File: src/rtl/text_scroll_disp.sv
// rtl/text_scroll_disp.sv - buffered ASCII message renderer with a scrolling 6-row glyph window
module text_scroll_disp #(
    parameter int CHARS      = 16,
    parameter int WIN_COLS   = 12,
    parameter int SCROLL_DIV = 1_200_000
) (
    input  logic                         clk,
    input  logic                         reset,
    input  logic                         clear,
    input  logic                         scroll_en,
    input  logic                         wr_valid,
    input  logic [7:0]                   wr_data,
    output logic                         wr_ready,
    output logic [6*WIN_COLS-1:0]        frame,
    output logic                         frame_valid,
    output logic [$clog2(CHARS+1)-1:0]   len
);

    localparam int LW = $clog2(CHARS + 1);
    localparam int CW = (CHARS > 1) ? $clog2(CHARS) : 1;
    localparam int TW = $clog2(SCROLL_DIV);
    localparam int KW = (WIN_COLS > 1) ? $clog2(WIN_COLS) : 1;
    localparam logic [LW-1:0] CHARS_L  = LW'(CHARS);
    localparam logic [TW-1:0] TICK_MAX = TW'(SCROLL_DIV - 1);
    localparam logic [KW-1:0] K_MAX    = KW'(WIN_COLS - 1);

    typedef enum logic [1:0] {S_IDLE, S_RENDER, S_LOAD} state_t;

    state_t                state_q, state_d;
    logic                  pending_q, pending_d;
    logic [LW-1:0]         len_q, len_d;
    logic [CW-1:0]         pos_char_q, pos_char_d;
    logic [2:0]            pos_col_q, pos_col_d;
    logic [TW-1:0]         tick_q, tick_d;
    logic [CW-1:0]         walk_char_q, walk_char_d;
    logic [2:0]            walk_col_q, walk_col_d;
    logic [KW-1:0]         kidx_q, kidx_d;
    logic [6*WIN_COLS-1:0] shadow_q, shadow_d;
    logic [6*WIN_COLS-1:0] frame_q, frame_d;
    logic                  frame_valid_q, frame_valid_d;
    logic [7:0]            mem_q [CHARS];

    logic                  wr_fire;
    logic                  step;
    logic [7:0]            cur_code;
    logic [41:0]           cur_glyph;
    logic [5:0]            shamt;
    logic [5:0]            cur_col;

    // Columns packed col5..col0, two octal digits per column, bit 0 = top row.
    function automatic logic [35:0] glyph(input logic [7:0] code);
        logic [7:0] u;
        u = (code >= 8'h61 && code <= 8'h7A) ? code - 8'h20 : code;
        case (u)
            8'h21: glyph = 36'o000000570000;
            8'h2D: glyph = 36'o001010101000;
            8'h2E: glyph = 36'o000000400000;
            8'h30: glyph = 36'o003645516136;
            8'h31: glyph = 36'o000040774200;
            8'h32: glyph = 36'o004651515162;
            8'h33: glyph = 36'o002651514122;
            8'h34: glyph = 36'o001077101017;
            8'h35: glyph = 36'o003145454547;
            8'h36: glyph = 36'o002251515136;
            8'h37: glyph = 36'o000305710101;
            8'h38: glyph = 36'o002651515126;
            8'h39: glyph = 36'o007611111106;
            8'h3A: glyph = 36'o000000220000;
            8'h41: glyph = 36'o007611111176;
            8'h42: glyph = 36'o002651515177;
            8'h43: glyph = 36'o002241414136;
            8'h44: glyph = 36'o003641414177;
            8'h45: glyph = 36'o004151515177;
            8'h46: glyph = 36'o000111111177;
            8'h47: glyph = 36'o007251514136;
            8'h48: glyph = 36'o007710101077;
            8'h49: glyph = 36'o004141774141;
            8'h4A: glyph = 36'o003740404020;
            8'h4B: glyph = 36'o004142241077;
            8'h4C: glyph = 36'o004040404077;
            8'h4D: glyph = 36'o007702040277;
            8'h4E: glyph = 36'o007710040277;
            8'h4F: glyph = 36'o003641414136;
            8'h50: glyph = 36'o000611111177;
            8'h51: glyph = 36'o005621514136;
            8'h52: glyph = 36'o004631111177;
            8'h53: glyph = 36'o003151515146;
            8'h54: glyph = 36'o000101770101;
            8'h55: glyph = 36'o003740404037;
            8'h56: glyph = 36'o001720402017;
            8'h57: glyph = 36'o007720102077;
            8'h58: glyph = 36'o006112041261;
            8'h59: glyph = 36'o000304700403;
            8'h5A: glyph = 36'o004143455161;
            default: glyph = 36'o0;
        endcase
    endfunction

    function automatic logic [CW-1:0] next_char(input logic [CW-1:0] c, input logic [LW-1:0] n);
        logic [LW-1:0] c1;
        c1 = LW'(c) + LW'(1);
        return (c1 >= n) ? '0 : CW'(c1);
    endfunction

    // Column 6 lands in the zero-padded top slice, giving the blank spacer for free.
    assign cur_code  = (len_q == '0) ? 8'h20 : mem_q[walk_char_q];
    assign cur_glyph = {6'b0, glyph(cur_code)};
    assign shamt     = {1'b0, walk_col_q, 2'b00} + {2'b00, walk_col_q, 1'b0};
    assign cur_col   = cur_glyph[shamt +: 6];

    assign wr_ready    = (state_q == S_IDLE) && !pending_q && !clear && (len_q < CHARS_L);
    assign wr_fire     = wr_valid && wr_ready;
    assign frame       = frame_q;
    assign frame_valid = frame_valid_q;
    assign len         = len_q;

    always_comb begin
        state_d       = state_q;
        pending_d     = pending_q;
        len_d         = len_q;
        pos_char_d    = pos_char_q;
        pos_col_d     = pos_col_q;
        tick_d        = tick_q;
        walk_char_d   = walk_char_q;
        walk_col_d    = walk_col_q;
        kidx_d        = kidx_q;
        shadow_d      = shadow_q;
        frame_d       = frame_q;
        frame_valid_d = 1'b0;
        step          = 1'b0;

        case (state_q)
            S_IDLE: begin
                if (pending_q) begin
                    pending_d   = 1'b0;
                    state_d     = S_RENDER;
                    walk_char_d = pos_char_q;
                    walk_col_d  = pos_col_q;
                    kidx_d      = '0;
                end
            end
            S_RENDER: begin
                for (int k = 0; k < WIN_COLS; k++) begin
                    if (kidx_q == KW'(k)) shadow_d[6*k +: 6] = cur_col;
                end
                if (walk_col_q == 3'd6) begin
                    walk_col_d  = 3'd0;
                    walk_char_d = next_char(walk_char_q, len_q);
                end else begin
                    walk_col_d = walk_col_q + 3'd1;
                end
                kidx_d = kidx_q + KW'(1);
                if (kidx_q == K_MAX) state_d = S_LOAD;
            end
            S_LOAD: begin
                frame_d       = shadow_q;
                frame_valid_d = 1'b1;
                state_d       = S_IDLE;
            end
            default: state_d = S_IDLE;
        endcase

        if (scroll_en && len_q != '0) begin
            if (tick_q == TICK_MAX) begin
                tick_d = '0;
                step   = 1'b1;
            end else begin
                tick_d = tick_q + TW'(1);
            end
        end else begin
            tick_d = '0;
        end

        if (step) begin
            pending_d = 1'b1;
            if (pos_col_q == 3'd6) begin
                pos_col_d  = 3'd0;
                pos_char_d = next_char(pos_char_q, len_q);
            end else begin
                pos_col_d = pos_col_q + 3'd1;
            end
        end

        if (wr_fire) begin
            len_d     = len_q + LW'(1);
            pending_d = 1'b1;
        end

        // Clear wins over a same-cycle write or scroll step; an in-flight render still finishes.
        if (clear) begin
            len_d      = '0;
            pos_char_d = '0;
            pos_col_d  = 3'd0;
            tick_d     = '0;
            pending_d  = 1'b1;
        end
    end

    always_ff @(posedge clk) begin
        if (reset) begin
            state_q       <= S_IDLE;
            pending_q     <= 1'b1;
            len_q         <= '0;
            pos_char_q    <= '0;
            pos_col_q     <= 3'd0;
            tick_q        <= '0;
            walk_char_q   <= '0;
            walk_col_q    <= 3'd0;
            kidx_q        <= '0;
            shadow_q      <= '0;
            frame_q       <= '0;
            frame_valid_q <= 1'b0;
        end else begin
            state_q       <= state_d;
            pending_q     <= pending_d;
            len_q         <= len_d;
            pos_char_q    <= pos_char_d;
            pos_col_q     <= pos_col_d;
            tick_q        <= tick_d;
            walk_char_q   <= walk_char_d;
            walk_col_q    <= walk_col_d;
            kidx_q        <= kidx_d;
            shadow_q      <= shadow_d;
            frame_q       <= frame_d;
            frame_valid_q <= frame_valid_d;
        end
    end

    always_ff @(posedge clk) begin
        if (wr_fire) mem_q[len_q[CW-1:0]] <= wr_data;
    end

endmodule
File: config.mk
export PLATFORM = sky130hd
export DESIGN_NAME = text_scroll_disp
export DESIGN_NICKNAME = d
export VERILOG_FILES = /design/src/rtl/text_scroll_disp.sv
export SDC_FILE = /design/constraint.sdc
export NUM_CORES = 1
export LEC_CHECK = 0
export ABC_AREA = 1
export CORE_ASPECT_RATIO = 1.4
export CORE_UTILIZATION = 42
export DETAILED_ROUTE_END_ITERATION = 12
export HOLD_SLACK_MARGIN = 0.12
export PLACE_DENSITY = 0.7
export SLEW_MARGIN = 20
export SYNTH_ARGS = -nofsm -noshare
export SYNTH_HDL_FRONTEND = slang
export SYNTH_MEMORY_MAX_BITS = 65536
export SYNTH_SLANG_ARGS = --single-unit
File: constraint.sdc
create_clock -name clk -period 6.6 [get_ports clk]
set_input_delay 1.32 -clock clk [delete_from_list [all_inputs] [get_ports clk]]
set_output_delay 1.32 -clock clk [all_outputs]
set_load 0.01 [all_outputs]
# Yosys cells after proc, flatten, opt, wreduce, memory -nomap -nowiden
# Memory sizes are Yosys's and may differ from the RTL's. A register that Yosys moved wholly into a read port is not among the register bits.
# Cells that the tools add are included.
[word_totals] memories=2 mem_bits_rw=128 latchBits=0 ff_bits=192 romBits=3840 elab_cells=116 output_inout_bits=79
[mem_list] memory="(no name shown)" words=128 width=30 rd=1 rd_clocked_by_memory_dff=0 wr=0 line="54" source="case (u)"
[mem_list] memory="mem_q" words=16 width=8 rd=1 rd_clocked_by_memory_dff=1 wr=1 line="41" source="logic [7:0] mem_q [CHARS];"
[classes] div_mod_pow=0 reduce_logical=32 n_lt_le_gt_ge=5 add_sub_neg=9 n_eq_ne=19 n_mul=0 bitwise_logic=1 shifts=1 n_mux=24
[ops] cell="$shiftx 42x7->6" n=1
[ops] cell="$mux 36" n=1
[ops] cell="$reduce_and 2->1" n=15
[ops] cell="$mux 4" n=7
[ops] cell="$add 21x1->21 const B" n=1
[ops] cell="$eq 21x21->1 const B" n=1
[ops] cell="$eq 4x3->1 const B" n=4
[ops] cell="$eq 4x4->1 const B" n=4
[ops] cell="$mux 8" n=2
[ops] cell="$pmux 4 s2" n=2
[ops] cell="$add 4x1->5 const B" n=2
[ops] cell="$ge 5x5->1" n=2
[ops] cell="$mux 3" n=3
[ops] cell="$eq 4x2->1 const B" n=2
[ops] cell="$ge 8x7->1 const B" n=1
[ops] cell="$le 8x7->1 const B" n=1
[ops] cell="$reduce_or 4->1" n=2
[ops] cell="$sub 8x6->8 const B" n=1
[ops] cell="$add 3x1->3 const B" n=2
[ops] cell="$add 5x4->6" n=1
[ops] cell="$eq 3x3->1 const B" n=2
[ops] cell="$logic_and 1x1->1" n=6
[ops] cell="$ne 2x2->1 const B" n=3
[ops] cell="$pmux 3 s2" n=1
[ops] cell="other kinds (18)" n=24

# Depth between registers and ports, before layout
# An unclocked memory read counts as a cell.
[depth] depth_word=8 ltp_mapped=31

# Least setup slack after synthesis
# No wires, ideal clock.
[synth_path] path_type="register to register" startpoint="register len_q[0] (netlist: len[0])" endpoint="register shadow_q[13]" period_less_slack_ps=3526 t_arrival_ps=3397 path_stages_with_launch=26 setup_slack_ps=3074 setup_time_ps=129 cell_sequence="dfxtp_1 -> inv_1 -> ha_1 -> nand3_1 -> clkbuf_1 -> nand2_1 -> inv_1 -> ha_1 -> inv_1 -> nand4_1 -> nand2_1 -> nand2_2 -> nand2_1 -> nand2_1 -> inv_2 -> buf_4 -> buf_4 -> nand3_1 -> nand2_1 -> nand3_1 -> nand3_1 -> nand2_1 -> nand2_1 -> nand3_2 -> buf_4 -> a21oi_2"
[synth_between] elab_chain_cells=8
[synth_lines] element="from (decl)" line="31" source="logic [LW-1:0] len_q, len_d;"
[synth_lines] element="from (signal assigned)" line="216" source="len_q <= len_d;"
[synth_lines] element="$logic_not 5->1 *" line="106" source="assign cur_code = (len_q == '0) ? 8'h20 : mem_q[walk_char_q];"
[synth_lines] element="$mux 8 *" line="106"
[synth_lines] element="$ge 8x7->1 or $le 8x7->1 (tied branches)" line="53" source="u = (code >= 8'h61 && code <= 8'h7A) ? code - 8'h20 : code;"
[synth_lines] element="$logic_and 1x1->1" line="53"
[synth_lines] element="$mux 8 *" line="53"
[synth_lines] element="$mem_v2 128x30"
[synth_lines] element="$mux 36 *" line="54"
[synth_lines] element="$shiftx 42x7->6 *" line="109" source="assign cur_col = cur_glyph[shamt +: 6];"
[synth_lines] element="to (signal assigned)" line="223" source="shadow_q <= shadow_d;"
[synth_lines] element="to (decl)" line="38" source="logic [6*WIN_COLS-1:0] shadow_q, shadow_d;"
# Every way passes the cells marked *; elsewhere a longest branch is shown, timed or not.
# A chain may end at the register's enable or synchronous reset.

# Final worst setup path
[layout_path] startpoint="register len_q[0] (netlist: len[0])" endpoint="register shadow_q[60]"
# Same word-level chain as after synthesis.

==> results.txt <==
----------------------------------------------------
[Outcome]
  Outcome ... complete, no violations

[STA]
  Min cycle time layout ... 4980 ps
  Number of failing setup endpoints in the final timing report ... 0
  Fin Setup TNS ... 0 ps
  Slew HR ... 27.5%
  Maximum clock frequency ... 0.201 GHz
  Final Max Slew Viols ... 0
  Worst-margin pin slew ... 1090 ps
  Final clock period utilization by the worst path ... 75.5%
  Endpoints failing hold ... 0
  RSZ-0062 raised after global routing ... no
  Skew final ... 19.8 ps
  Worst hold slack ... 457 ps

[Logic synthesis]
  Synthesized netlist net count ... 2,014
  Number of enable flip-flop cells after synthesis ... 128
  Sequential fraction of the synthesis area ... 49.7%
  Ys Warns ... 0
  Post-Syn Instances ... 1,967
  Primary FF master, synth ... sky130_fd_sc_hd__dfxtp_1
  Fraction of synthesis flops using an asynchronous set or reset pin ... 0%
  Register bit count reported by yosys ... 324
  Netlist area before placement ... 15,600 um^2
  Post-synth cell types ... 44
  Mean Syn Cell Area ... 7.94 um^2

[Drt]
  Count of vias placed by the detailed router ... 13,447
  WL/cell ... 17.1 um
  Detail-routed via count per cell ... 5.41
  First-iteration detailed-routing DRC count ... 988
  Detailed-router iteration count before antenna repair ... 5
  Number of routed nets with antenna violations ... 0
  Aggregate routed wire length ... 42,600 um
  DRC Markers ... 0

[Cells and area]
  Design area ... 17,700 um^2
  Area of combinational cells with multiple inputs ... 6790 um^2
  Commonest non-fill, non-tap cell in the layout ... sky130_fd_sc_hd__nand2_1
  Final antenna diode count ... 0
  Number of fillers in the final layout ... 3,510
  Synth-to-layout area growth ... 13.4%
  Top library cells by usage in the layout, fill and taps aside ... 401 x sky130_fd_sc_hd__nand2_1, 300 x sky130_fd_sc_hd__nor2_1, 203 x sky130_fd_sc_hd__o21ai_0, 195 x sky130_fd_sc_hd__dfxtp_1, 186 x sky130_fd_sc_hd__nand3_1
  Area used by sequential logic in the layout ... 7770 um^2
  NumNets Final ... 2,042
  Layout cell share with drive strength beyond 1 ... 6.54%

[Clocking]
  Buffer levels on the longest clock path ... 3
  Post-cts hold buffer count ... 0
  CTS clock-pin slew for the worst setup and hold paths ... 60 ps
  Resize count post-CTS ... 0
  Buffer count from post-CTS setup fixing ... 0
  TritonCTS clock tree ... yes
  Source-to-sink clock delay at the later pin of the worst-skew pair ... 580 ps
  Clock Tree Root ... sky130_fd_sc_hd__clkbuf_16
  H-tree depth ... 1
  Inserted Clock Buffers ... 31
  CTS sink cnt ... 324

[Floorplan]
  Placeable core region ... 36,700 um^2
  Die H ... 230 um
  Die area ... 38,000 um^2
  Count of standard-cell rows ... 83
  I/O pins ... 92
  Die Width ... 165 um
  Starting density of the core ... 42.6%

[Global routing]
  Vias in the first global route ... 12,993
  GRT overflow ... 0
  Total GRT Usage ... 22.5%
  Global-route wire length before repair ... 68,400 um
  Antenna violations before repair ... 0
  Pin count of the biggest net entering global routing ... 100

[Critical path]
  WS Path Type ... register to register
  Maximum fanout count along the critical path ... 47
  Category of the worst setup path launch point ... register
  Critical path data required time ... 7100 ps
  Library cell contributing the largest single delay on the critical path ... sky130_fd_sc_hd__inv_2
  Maximum cell stage delay along the critical path ... 510 ps
  Endpoint type of the worst setup path ... register
  Cells along the critical path ... inv_1 > ha_1 > nand3_1 > nand2_1 > inv_1 > ha_1 > inv_1 > nand4_1 > nand2_1 > nand2_2 > nand2_1 > nand2_1 > inv_2 > nand3_1 > nand2_1 > nand3_1 > nand3_1 > nand2_1 > nand2_1 > nand3_2 > a21oi_1
  Data arrival, critical path ... 5490 ps
  Top cell by count, worst path ... sky130_fd_sc_hd__nand2_1

[Placed design]
  Placer's final routability congestion estimate ... 0.992
  HPWL after DPL ... 29,500 um
  Instance area after placement ... 16,700 um^2
  Number of port buffers ... 91

[Power and ir drop]
  Maximum resistive drop on vdd ... 0.258 mV
  Leak Pwr ... 7.18 nW
  Sum of internal, switching and leakage power ... 4.37 mW
  Areal power density over the cells ... 247 nW/um^2

[Min path]
  Hold Crit Class ... register to register

[Run]
  Number of max-cap violations ... 0

----------------------------------------------------
-- layer usage --
layer,up-vias,wire length [um],GRT usage [%]
met5,-,0,0
met4,0,1590,9.06
met3,96,2130,2.99
met2,425,21300,39.7
met1,6254,17600,27.3
li1,6672,-,-
-- synthesized netlist by cell type, types with 18 or more instances --
cell type                  number  area [um^2]
sky130_fd_sc_hd__clkbuf_1      61          229
sky130_fd_sc_hd__nand2_1      401         1510
sky130_fd_sc_hd__o21ai_0      203         1020
sky130_fd_sc_hd__edfxtp_1     128         3840
sky130_fd_sc_hd__o21ai_1       23          115
sky130_fd_sc_hd__nand4_1       42          263
sky130_fd_sc_hd__nand3_1      186          931
sky130_fd_sc_hd__buf_2         24          120
sky130_fd_sc_hd__dfxtp_1      196         3920
sky130_fd_sc_hd__ha_1          33          413
sky130_fd_sc_hd__buf_4         18          135
sky130_fd_sc_hd__a21oi_2       41          359
sky130_fd_sc_hd__a21oi_1       82          410
sky130_fd_sc_hd__inv_1        117          439
sky130_fd_sc_hd__nor2_1       301         1130
-- worst paths after layout --
check,from,end,slack (ps),depth (start not counted)
max,len[0],shadow_q[60],1620,21
min,tick_q[0],tick_q[0],460,1
max reg2reg,len[0],shadow_q[60],1620,21
min reg2reg,tick_q[0],tick_q[0],460,1
-- state kept, by name, indices dropped and copies added (netlist names), named ones only --
register / flops
pending_q: 1
len: 5
mem_q: 128
state_q: 2
tick_q: 21
frame_valid: 1
frame: 72
walk_char_q: 4
shadow_q: 72
pos_char_q: 4
kidx_q: 4
pos_col_q: 3
walk_col_q: 3
-- stage by stage --
stage          instances  setup slack (ps)  utilization [%]
4_1_cts             2486              1690             48.3
6_report            2486              1620             48.3
3_3_place_gp        2429              1830             45.5
3_5_place_dp        2429              1730             45.5
2_1_floorplan       1967              3070                -
5_1_grt             2486              1040             48.3
-- critical path: cells and delay by family, from the launching register on --
kind	cells	cell delay [ps]
compound gates	1	270
fa+ha+maj	2	470
buf+inv	4	1000
flops	1	370
simple gates	14	2770
-- layout make-up --
type / count / share of cell area [%]
clock buffers: 43 / 5.15
inverters: 128 / 2.72
clock inverters: 14 / 0.678
multi-input cells: 1400 / 38.3
well taps: 467 / 3.30
repair buffers: 110 / 5.95
flip-flops and latches: 324 / 43.9
-- where the power goes --
group	internal (mW)	leakage [nW]	switching [mW]
Sequential	2.09	2.73	0.0215
Clock	1.01	0.528	0.781
Combinational	0.126	3.92	0.334
-- cells by family (layout without fill, tap and decap cells) --
logic type	after synthesis	count (layout)	synth area share (%)
compound gates	396	396	14.4
flops	324	324	49.7
buf+inv	243	295	6.85
xor+xnor	6	6	0.336
simple gates	964	964	26.0
fa+ha+maj	34	34	2.77
No activity file was read; power rests on OpenSTA's default activity.
